$ cat config.mk
export PLATFORM = sky130hd
export DESIGN_NAME = kv_cache_engine
export DESIGN_NICKNAME = d
export VERILOG_FILES = /design/src/rtl/kv_cache_pkg.sv /design/src/rtl/kv_lru_tracker.sv /design/src/rtl/kv_cache_engine.sv
export SDC_FILE = /design/constraint.sdc
export NUM_CORES = 1
export LEC_CHECK = 0
export BUFFER_PORTS_ARGS = -buffer_cell sky130_fd_sc_hd__buf_2
export CORE_ASPECT_RATIO = 0.6
export CORE_MARGIN = 4
export CORE_UTILIZATION = 65
export CTS_BUF_LIST = sky130_fd_sc_hd__clkbuf_4
export CTS_CLUSTER_DIAMETER = 80
export DETAILED_ROUTE_END_ITERATION = 10
export HOLD_SLACK_MARGIN = 0.1
export PLACE_DENSITY = 0.91
export SYNTH_ARGS = -nofsm -noshare
export SYNTH_HDL_FRONTEND = slang
export SYNTH_SLANG_ARGS = --single-unit
$ cat constraint.sdc
create_clock -name clk -period 9.4 [get_ports clk]
set_input_delay 0.94 -clock clk [delete_from_list [all_inputs] [get_ports clk]]
set_output_delay 0.94 -clock clk [all_outputs]
set_load 0.1 [all_outputs]
$ cat src/rtl/kv_cache_pkg.sv
// Shared types for the key-value cache engine: operation codes, control states
// and the response flag bundle registered at the end of EXEC.
package kv_cache_pkg;

    localparam int OP_W = 2;

    typedef enum logic [OP_W-1:0] {
        OP_GET   = 2'd0,
        OP_PUT   = 2'd1,
        OP_DEL   = 2'd2,
        OP_FLUSH = 2'd3
    } kv_op_e;

    typedef enum logic [1:0] {
        ST_IDLE = 2'd0,
        ST_EXEC = 2'd1,
        ST_RESP = 2'd2
    } kv_state_e;

    typedef struct packed {
        logic hit;
        logic evicted;
        logic full;
    } kv_rsp_t;

endpackage

$ cat src/rtl/kv_lru_tracker.sv
// Age-based LRU bookkeeping: ages form a permutation of 0..NUM_ENTRIES-1 and the
// slot holding the oldest age is reported as the eviction victim.
module kv_lru_tracker #(
    parameter int NUM_ENTRIES = 8
) (
    input  logic                           clk,
    input  logic                           rst_n,
    input  logic                           i_touch,
    input  logic [$clog2(NUM_ENTRIES)-1:0] i_touch_idx,
    input  logic                           i_flush,
    output logic [NUM_ENTRIES-1:0]         o_victim_oh
);
    localparam int AW = $clog2(NUM_ENTRIES);

    logic [AW-1:0] r_age [NUM_ENTRIES];

    always_ff @(posedge clk or negedge rst_n) begin
        if (!rst_n) begin
            for (int i = 0; i < NUM_ENTRIES; i++) r_age[i] <= AW'(i);
        end else if (i_flush) begin
            for (int i = 0; i < NUM_ENTRIES; i++) r_age[i] <= AW'(i);
        end else if (i_touch) begin
            // Only slots younger than the touched one age, keeping the permutation intact.
            for (int i = 0; i < NUM_ENTRIES; i++) begin
                if (AW'(i) == i_touch_idx) begin
                    r_age[i] <= '0;
                end else if (r_age[i] < r_age[i_touch_idx]) begin
                    r_age[i] <= r_age[i] + AW'(1);
                end
            end
        end
    end

    always_comb begin
        o_victim_oh = '0;
        for (int i = 0; i < NUM_ENTRIES; i++) begin
            o_victim_oh[i] = (r_age[i] == AW'(NUM_ENTRIES - 1));
        end
    end

endmodule

$ cat src/rtl/kv_cache_engine.sv
// Key-value cache engine: fully associative storage with GET/PUT/DEL/FLUSH behind
// a request/response channel; a full-cache PUT miss evicts the LRU slot or is refused.
module kv_cache_engine
    import kv_cache_pkg::*;
#(
    parameter int NUM_ENTRIES = 8,
    parameter int KEY_WIDTH   = 16,
    parameter int VALUE_WIDTH = 32,
    parameter int EVICT_EN    = 1
) (
    input  logic                             clk,
    input  logic                             rst_n,
    input  logic                             req_valid_i,
    output logic                             req_ready_o,
    input  logic [OP_W-1:0]                  req_op_i,
    input  logic [KEY_WIDTH-1:0]             req_key_i,
    input  logic [VALUE_WIDTH-1:0]           req_value_i,
    output logic                             rsp_valid_o,
    input  logic                             rsp_ready_i,
    output logic                             rsp_hit_o,
    output logic [VALUE_WIDTH-1:0]           rsp_value_o,
    output logic                             rsp_evicted_o,
    output logic                             rsp_full_o,
    output logic [$clog2(NUM_ENTRIES+1)-1:0] used_count_o,
    output kv_state_e                        o_dbg_state
);
    localparam int AW = $clog2(NUM_ENTRIES);
    localparam int CW = $clog2(NUM_ENTRIES + 1);

    kv_state_e              r_state, w_state_nxt;
    kv_op_e                 r_op;
    logic [KEY_WIDTH-1:0]   r_key;
    logic [VALUE_WIDTH-1:0] r_value;
    logic [NUM_ENTRIES-1:0] r_valid;
    logic [KEY_WIDTH-1:0]   r_keys [NUM_ENTRIES];
    logic [VALUE_WIDTH-1:0] r_vals [NUM_ENTRIES];
    kv_rsp_t                r_rsp;
    logic [VALUE_WIDTH-1:0] r_rsp_value;

    logic [NUM_ENTRIES-1:0] w_match, w_victim_oh;
    logic [AW-1:0]          w_match_idx, w_free_idx, w_victim_idx, w_wr_idx, w_touch_idx;
    logic                   w_hit, w_has_free;
    logic                   w_write, w_touch, w_evict, w_full, w_del, w_flush;

    // Handshakes: a request transfers on a cycle where req_valid_i && req_ready_o;
    // a response transfers where rsp_valid_o && rsp_ready_i. Both sides hold until then.
    always_comb begin
        w_state_nxt = r_state;
        req_ready_o = 1'b0;
        rsp_valid_o = 1'b0;
        case (r_state)
            ST_IDLE: begin
                req_ready_o = 1'b1;
                if (req_valid_i) w_state_nxt = ST_EXEC;
            end
            ST_EXEC: w_state_nxt = ST_RESP;
            ST_RESP: begin
                rsp_valid_o = 1'b1;
                if (rsp_ready_i) w_state_nxt = ST_IDLE;
            end
            default: w_state_nxt = ST_IDLE;
        endcase
    end

    always_comb begin
        w_match      = '0;
        w_match_idx  = '0;
        w_free_idx   = '0;
        w_victim_idx = '0;
        for (int i = 0; i < NUM_ENTRIES; i++) begin
            w_match[i] = r_valid[i] && (r_keys[i] == r_key);
            if (w_match[i]) w_match_idx = AW'(i);
            if (w_victim_oh[i]) w_victim_idx = AW'(i);
        end
        // Descending scan leaves the lowest free index.
        for (int i = NUM_ENTRIES - 1; i >= 0; i--) begin
            if (!r_valid[i]) w_free_idx = AW'(i);
        end
    end

    assign w_hit      = |w_match;
    assign w_has_free = ~&r_valid;

    always_comb begin
        w_write     = 1'b0;
        w_wr_idx    = w_match_idx;
        w_touch     = 1'b0;
        w_touch_idx = w_match_idx;
        w_evict     = 1'b0;
        w_full      = 1'b0;
        w_del       = 1'b0;
        w_flush     = 1'b0;
        if (r_state == ST_EXEC) begin
            case (r_op)
                OP_GET: w_touch = w_hit;
                OP_PUT: begin
                    if (w_hit) begin
                        w_write = 1'b1;
                    end else if (w_has_free) begin
                        w_write  = 1'b1;
                        w_wr_idx = w_free_idx;
                    end else if (EVICT_EN != 0) begin
                        w_write  = 1'b1;
                        w_wr_idx = w_victim_idx;
                        w_evict  = 1'b1;
                    end else begin
                        w_full = 1'b1;
                    end
                    w_touch     = w_write;
                    w_touch_idx = w_wr_idx;
                end
                OP_DEL:   w_del   = w_hit;
                OP_FLUSH: w_flush = 1'b1;
                default:  w_touch = 1'b0;
            endcase
        end
    end

    always_ff @(posedge clk or negedge rst_n) begin
        if (!rst_n) begin
            r_state     <= ST_IDLE;
            r_op        <= OP_GET;
            r_key       <= '0;
            r_value     <= '0;
            r_rsp       <= '0;
            r_rsp_value <= '0;
        end else begin
            r_state <= w_state_nxt;
            if (r_state == ST_IDLE && req_valid_i) begin
                r_op    <= kv_op_e'(req_op_i);
                r_key   <= req_key_i;
                r_value <= req_value_i;
            end
            if (r_state == ST_EXEC) begin
                r_rsp.hit     <= w_hit && (r_op != OP_FLUSH);
                r_rsp.evicted <= w_evict;
                r_rsp.full    <= w_full;
                r_rsp_value   <= (r_op == OP_GET && w_hit) ? r_vals[w_match_idx] : '0;
            end
        end
    end

    always_ff @(posedge clk or negedge rst_n) begin
        if (!rst_n) begin
            r_valid <= '0;
            for (int i = 0; i < NUM_ENTRIES; i++) begin
                r_keys[i] <= '0;
                r_vals[i] <= '0;
            end
        end else if (w_flush) begin
            r_valid <= '0;
        end else begin
            if (w_write) begin
                r_valid[w_wr_idx] <= 1'b1;
                r_keys[w_wr_idx]  <= r_key;
                r_vals[w_wr_idx]  <= r_value;
            end
            if (w_del) r_valid[w_match_idx] <= 1'b0;
        end
    end

    kv_lru_tracker #(
        .NUM_ENTRIES(NUM_ENTRIES)
    ) u_lru (
        .clk        (clk),
        .rst_n      (rst_n),
        .i_touch    (w_touch),
        .i_touch_idx(w_touch_idx),
        .i_flush    (w_flush),
        .o_victim_oh(w_victim_oh)
    );

    always_comb begin
        used_count_o = '0;
        for (int i = 0; i < NUM_ENTRIES; i++) begin
            used_count_o = used_count_o + CW'(r_valid[i]);
        end
    end

    assign rsp_hit_o     = r_rsp.hit;
    assign rsp_evicted_o = r_rsp.evicted;
    assign rsp_full_o    = r_rsp.full;
    assign rsp_value_o   = r_rsp_value;
    assign o_dbg_state   = r_state;

endmodule

Word level (Yosys, flattened, before mapping)
Index checks and enable logic that the tools add are counted.

word-level totals
  register bits = 502
  bits in latches = 0
  memory bits (writable) = 0
  ROM bits = 0
  input bits = 54
  output and inout bits = 43
  logic and storage cells = 217
  memories kept = 0

operators by class
  $add $sub $neg = 15
  $mul = 0
  div/mod/pow operators = 0
  order comparisons = 15
  equality and inequality tests = 30
  shifts and indexed selects = 0
  mux-type cells = 81
  bitwise operators = 6
  reductions and logical operators = 38

operator list
  kind                                                                  number
  256-bit bitwise mux                                                   1
  128-bit bitwise mux                                                   1
  16-bit equality test                                                  8
  32-bit 2-to-1 mux                                                     4
  3-bit 2-to-1 mux                                                      42
  32-bit binary-select mux with 3-bit select                            1
  32-bit demux with 3-bit select                                        1
  16-bit demux with 3-bit select                                        1
  24-bit 2-to-1 mux                                                     2
  8-bit 2-to-1 mux                                                      4
  3-bit by 1-bit adder with 3-bit output, second input constant         8
  3-bit < comparator                                                    8
  3-bit nonzero test                                                    8
  3-bit equality test, second input constant                            7
  2-bit AND reduction                                                   10
  4-bit by 1-bit adder with 4-bit output                                4
  1-bit 2-to-1 mux                                                      16
  16-bit 2-to-1 mux                                                     1
  1-bit logical AND                                                     14
  3-bit equality test, first input constant                             4
  3-bit binary-select mux with 3-bit select                             1
  8-bit AND                                                             1
  4-bit greater-or-equal comparator, second input constant              2
  3-bit by 4-bit < comparator with 1-bit output, second input constant  2
  other kinds (23)                                                      34

Depth between registers and ports, before layout
  depth in word-level cells = 22
  gate-level depth with buffers = 20

Modules after synthesis
From an unflattened synthesis, not the netlist that was laid out.

second synthesis, totals
  cell total of the unflattened synthesis = 2091
  area, all modules = 25001.5 sq um

by module, submodules not included
  module           instances  cells an instance  area each (sq um)  seq. area each (sq um)
  kv_cache_engine  1          1851               22766.8            11961.5
  kv_lru_tracker   1          240                2234.6             615.6

Least setup slack after synthesis
No wires, ideal clock.

  path type = flip-flop to output port
  start point = reg r_valid[0]
  end point = out used_count_o[2]
  data arrival time = 4.040 ns
  required time = 8.460 ns
  setup slack = 4.420 ns
  cell stages (with the launch flop) = 9
  path through = dfrtp_1 fa_1 inv_1 fa_1 fa_1 inv_1 ha_1 fa_1 xor2_1

on the way
  word-level cells in the longest chain between the ends = 7

RTL lines
  what                                                 RTL line                text
  start, declared                                      kv_cache_engine.sv:34   logic [NUM_ENTRIES-1:0] r_valid;
  start signal, assigned                               kv_cache_engine.sv:145  r_valid <= '0;
  start signal, assigned                               kv_cache_engine.sv:151  r_valid <= '0;
  start signal, assigned by index                      kv_cache_engine.sv:154  r_valid[w_wr_idx] <= 1'b1;
  1-bit by 1-bit adder with 2-bit output               kv_cache_engine.sv:176  used_count_o = used_count_o + CW'(r_valid[i]);
  2-bit by 1-bit adder with 3-bit output               kv_cache_engine.sv:176
  3-bit by 1-bit adder with 4-bit output               kv_cache_engine.sv:176
  4-bit by 1-bit adder with 4-bit output (4 in a row)  kv_cache_engine.sv:176
  end, declared                                        kv_cache_engine.sv:24   output logic [$clog2(NUM_ENTRIES+1)-1:0] used_count_o,

No other way between the ends.

Worst setup path after layout
  start point = reg r_key[0]
  end point = reg u_lru.r_age[22] (netlist name)

on the way
  word-level cells in the longest chain between the ends = 19

RTL lines
  what                                                    RTL line                text
  start, declared                                         kv_cache_engine.sv:32   logic [KEY_WIDTH-1:0] r_key;
  start signal, assigned                                  kv_cache_engine.sv:131  r_key <= req_key_i;
  16-bit equality test                                    kv_cache_engine.sv:71   w_match[i] = r_valid[i] && (r_keys[i] == r_key);
  1-bit logical AND                                       kv_cache_engine.sv:71
  1-bit 2-to-1 mux                                        kv_cache_engine.sv:72   if (w_match[i]) w_match_idx = AW'(i);
  3-bit 2-to-1 mux (6 in a row)                           kv_cache_engine.sv:72
  3-bit 2-to-1 mux                                        kv_cache_engine.sv:97   if (w_hit) begin
  3-bit 2-to-1 mux                                        kv_cache_engine.sv:94   case (r_op)
  3-bit 2-to-1 mux                                        kv_cache_engine.sv:93   if (r_state == ST_EXEC) begin
  3-bit inverter with 4-bit output (implied by the code)  kv_lru_tracker.sv:27    end else if (r_age[i] < r_age[i_touch_idx]) begin
  3-bit binary-select mux with 3-bit select               kv_lru_tracker.sv:27
  3-bit 2-to-1 mux (implied by the code) (2 in a row)     kv_lru_tracker.sv:27
  3-bit < comparator                                      kv_lru_tracker.sv:27
  3-bit nonzero test (no line)                            --
  2-bit AND reduction (no line)                           --
  end signal, assigned by index                           kv_lru_tracker.sv:28    r_age[i] <= r_age[i] + AW'(1);
  end, declared                                           kv_lru_tracker.sv:15    logic [AW-1:0] r_age [NUM_ENTRIES];

Several ways; a longest one is shown, not always the timed one. The select of a mux whose other input is x is not followed.
A chain may end at the register's enable or synchronous reset.

==> impl_metrics.csv <==
group,metric,value,unit
outcome,outcome,"finished clean",
placed_design,gp_congestion,1.00,
route,routed_wirelength,64800,um
synth,synth_mux_area_frac,0.246,
die,ios,97,
route,ant_nets,0,
route,route.detailed.drc,0,
timing,setup_viol,0,
placed_design,hpwl,40500,um
synth,synth_fa_ha_area_frac,0.0171,
critical_path,cp_slowest_stage_delay,910,ps
global_route,grt_antenna_before_repair,2,
critical_path,worstPathRequired,10140,ps
global_route,grt_max_degree,158,
critical_path,cpMaxStageDelayCell,"and3_4",
synth,yosys.area_share.simple,0.0849,
route,vias,17500,
synth,synth_top_family_by_area,"multiplexers",
die,die_h,158,um
global_route,grt-ovfl-total,0,
timing,clock_skew,56.8,ps
timing,timing_hold_violations_final,0,
critical_path,critPathLaunch,"r_key[0]$_DFFE_PN0P_",
critical_path,path_cells,"xnor2_1 -> nand4_1 -> nor3_1 -> nand4_1 -> o211ai_1 -> and3_4 -> a21oi_1 -> buf_4 -> a211oi_1 -> a21oi_1 -> a21oi_1 -> ha_1 -> nor2_1 -> a311oi_2 -> a21oi_2 -> mux2_1",
route,routedWlPerCell,23.5,um
critical_path,critical_path.top_delay_family,"simple AND/OR/NAND/NOR gates",
global_route,grt_pass1_vias,17800,
timing,max-slew-margin-rel,0.223,
pwr,total_power,6.30,mW
clock_network,postCtsSetupRepairBufs,0,
critical_path,reg2reg_from,"r_key[0]$_DFFE_PN0P_",
critical_path,r2r-end,"u_lru.r_age[22]$_DFFE_PN0P_",
global_route,grtUsageTotal,0.320,
layout,fillers,2429,
synth,syn_inst,2063,
global_route,grt_pass1_wl,102000,um
critical_path,start_kind,"flop",
layout,layout_common_cells,"dfrtp_1 (490), mux2_2 (451), nand2_1 (242), clkbuf_4 (166), o21ai_0 (111)",
pwr,cellLeakagePower,13.1,nW
layout,mostFrequentLayoutCell,"dfrtp_1",
critical_path,cp.arrival,6550,ps
critical_path,regToRegSetupSlack,3580,ps
synth,synth_ff_type,"dfrtp_1",
synth,synth_xor_area_frac,0.0461,
critical_path,cpMostUsedCell,"a21oi_1",
clock_network,htree_levels,3,
synth,async_reset_ff_frac,1.00,
timing,fin_crit,5820,ps
critical_path,worstSetupPathType,"flop to flop",
layout,layout-drive-gt1-share,0.359,
clock_network,tritoncts,"done",
synth,yosys_warnings,0,
clock_network,cts_buffer_depth,3,
layout,area_delta_synth_final,8.80,%
timing,max_freq,172,MHz
route,first_pass_iters,5,
die,die_x,259,um
clock_network,cts_hold_buf,0,
synth,synth_nets,2148,
clock_network,cts_resized,0,
timing,finalMaxSlewViolations,0,
synth,yosysUniqueCellTypes,84,
pwr,power_density,236,nW/um^2
die,core_region_area,36800,um^2
clock_network,cts_sinks,502,
worst_hold_path,hp-class,"primary input to asynchronous set/reset pin",
critical_path,path_depth,16,
timing,rsz0062_at_grt,"false",
synth,synth_edf_count,0,
clock_network,numCtsBuffers,112,
die,design.die.area,41000,um^2
critical_path,r2r_cells,16,
job,maxCapViolCount,0,
timing,worst_pin_slew,1170,ps
die,std_cell_rows,54,
synth,ys_ff_latch,502,
synth,avgSynthCellArea,11.9,um^2
synth,ys_seq_area_frac,0.513,
critical_path,cp.buffers_inverters,1,
critical_path,path_max_fanout,65,
route,viasPerCell,6.33,
timing,finalSetupTns,0,ps
clock_network,clk_latency,860,ps
layout,num-nets-final,2249,
pwr,ir_worst_vdd,0.150,mV
synth,synth_compound_gate_area_share,0.0627,
synth,syn_area,24500,um^2
clock_network,cts_root_buffer,"clkbuf_4",
timing,post-route-period-util,0.619,
critical_path,cp-end-kind,"flop",
clock_network,clk_pin_slew,70,ps
placed_design,io_buffers,95,
route,drtIter0Drc,1752,
die,start_util,0.667,
[cells in the mapped netlist (all sizes together), types with 3 or more instances]
cell    count  area [um^2]
dfrtp     490        12300
mux2      462         5210
nand2     245          920
o21ai     114          574
xnor2      83          727
mux2i      81          811
buf        69          398
clkbuf     64          240
nor2       64          240
a21oi      58          298
xor2       46          403
nand4      31          194
ha         27          338
inv        27          101
nand3      22          115
nor3       17         85.1
a211oi     12          105
dfstp      12          315
nor4       11         68.8
and2        9         63.8
or2         8         50.1
or3         8         50.1
a31oi       7         58.8
o211ai      7         57.6
a21o        6         45.0
nand2b      6         37.5
or4         6         48.8
and3        5         31.3
nor2b       5         31.3
o221a       5         56.3
or4b        5         50.1
fa          4         80.1
nor3b       4         30.0
o21a        4         37.5
a211o       3         35.0
[logic make-up (layout without fill, tap and decap cells)]
family	count (synthesis)	after routing
mux	543	543
flops	502	502
simple gates	453	453
compound gates	244	244
buf+inv	160	348
xor+xnor	129	129
fa+ha+maj	31	31
other cells	1	3
[layout make-up]
class | instances | area (um^2) | share of cell area
diodes | 2 | 5.00 | 0.000188
clock buffers | 166 | 1250 | 0.0467
clock inverters | 35 | 156 | 0.00587
inverters | 27 | 101 | 0.00380
multi-input cells | 1401 | 11300 | 0.422
flip-flops and latches | 502 | 12600 | 0.472
well taps | 504 | 631 | 0.0236
repair buffers | 120 | 686 | 0.0257
[stage by stage]
stage / hold slack (ps) / instances / area (um^2) / utilization / worst slack (ps)
2_1_floorplan: 442 / 2063 / 24500 / - / 4420
3_3_place_gp: 456 / 2554 / 25300 / 0.687 / 3830
3_5_place_dp: 463 / 2554 / 25300 / 0.687 / 3780
4_1_cts: 219 / 2755 / 26700 / 0.725 / 3780
5_1_grt: 261 / 2756 / 26700 / 0.725 / 3300
6_report: 204 / 2757 / 26700 / 0.725 / 3580
[registers in the layout, summed over array words and instances (netlist names)]
signal         cells
r_op               2
r_vals           256
u_lru.r_age       24
r_keys           128
o_dbg_state        2
rsp_evicted_o      1
r_valid            8
r_value           32
rsp_value_o       32
rsp_hit_o          1
r_key             16
[where the power goes]
| part | switching [mW] | internal (mW) | leakage (nW) |
|---|---|---|---|
| Clock | 0.877 | 0.811 | 0.834 |
| Combinational | 0.936 | 0.670 | 5.49 |
| Sequential | 0.535 | 2.47 | 6.76 |
| Total | 2.35 | 3.95 | 13.1 |
[worst max-delay path by stage]
| stage | to | slack (ps) |
|---|---|---|
| floorplan | used_count_o[2] | 4420 |
| global placement | u_lru.r_age[21]$_DFFE_PN0P_ | 3830 |
| detailed placement | u_lru.r_age[22]$_DFFE_PN0P_ | 3780 |
| CTS | u_lru.r_age[22]$_DFFE_PN0P_ | 3780 |
| global route | u_lru.r_age[22]$_DFFE_PN0P_ | 3300 |
| finish | u_lru.r_age[22]$_DFFE_PN0P_ | 3580 |
[per-layer routing]
metal / GRT usage / vias up / part of all wire
met3: 0.0857 / 137 / 0.10
met5: 0 / - / 0
met2: 0.481 / 853 / 0.44
met4: 0.0988 / 0 / 0.024
met1: 0.463 / 8956 / 0.43
li1: - / 7509 / -
Note: power is estimated with default switching activity, not from simulation.
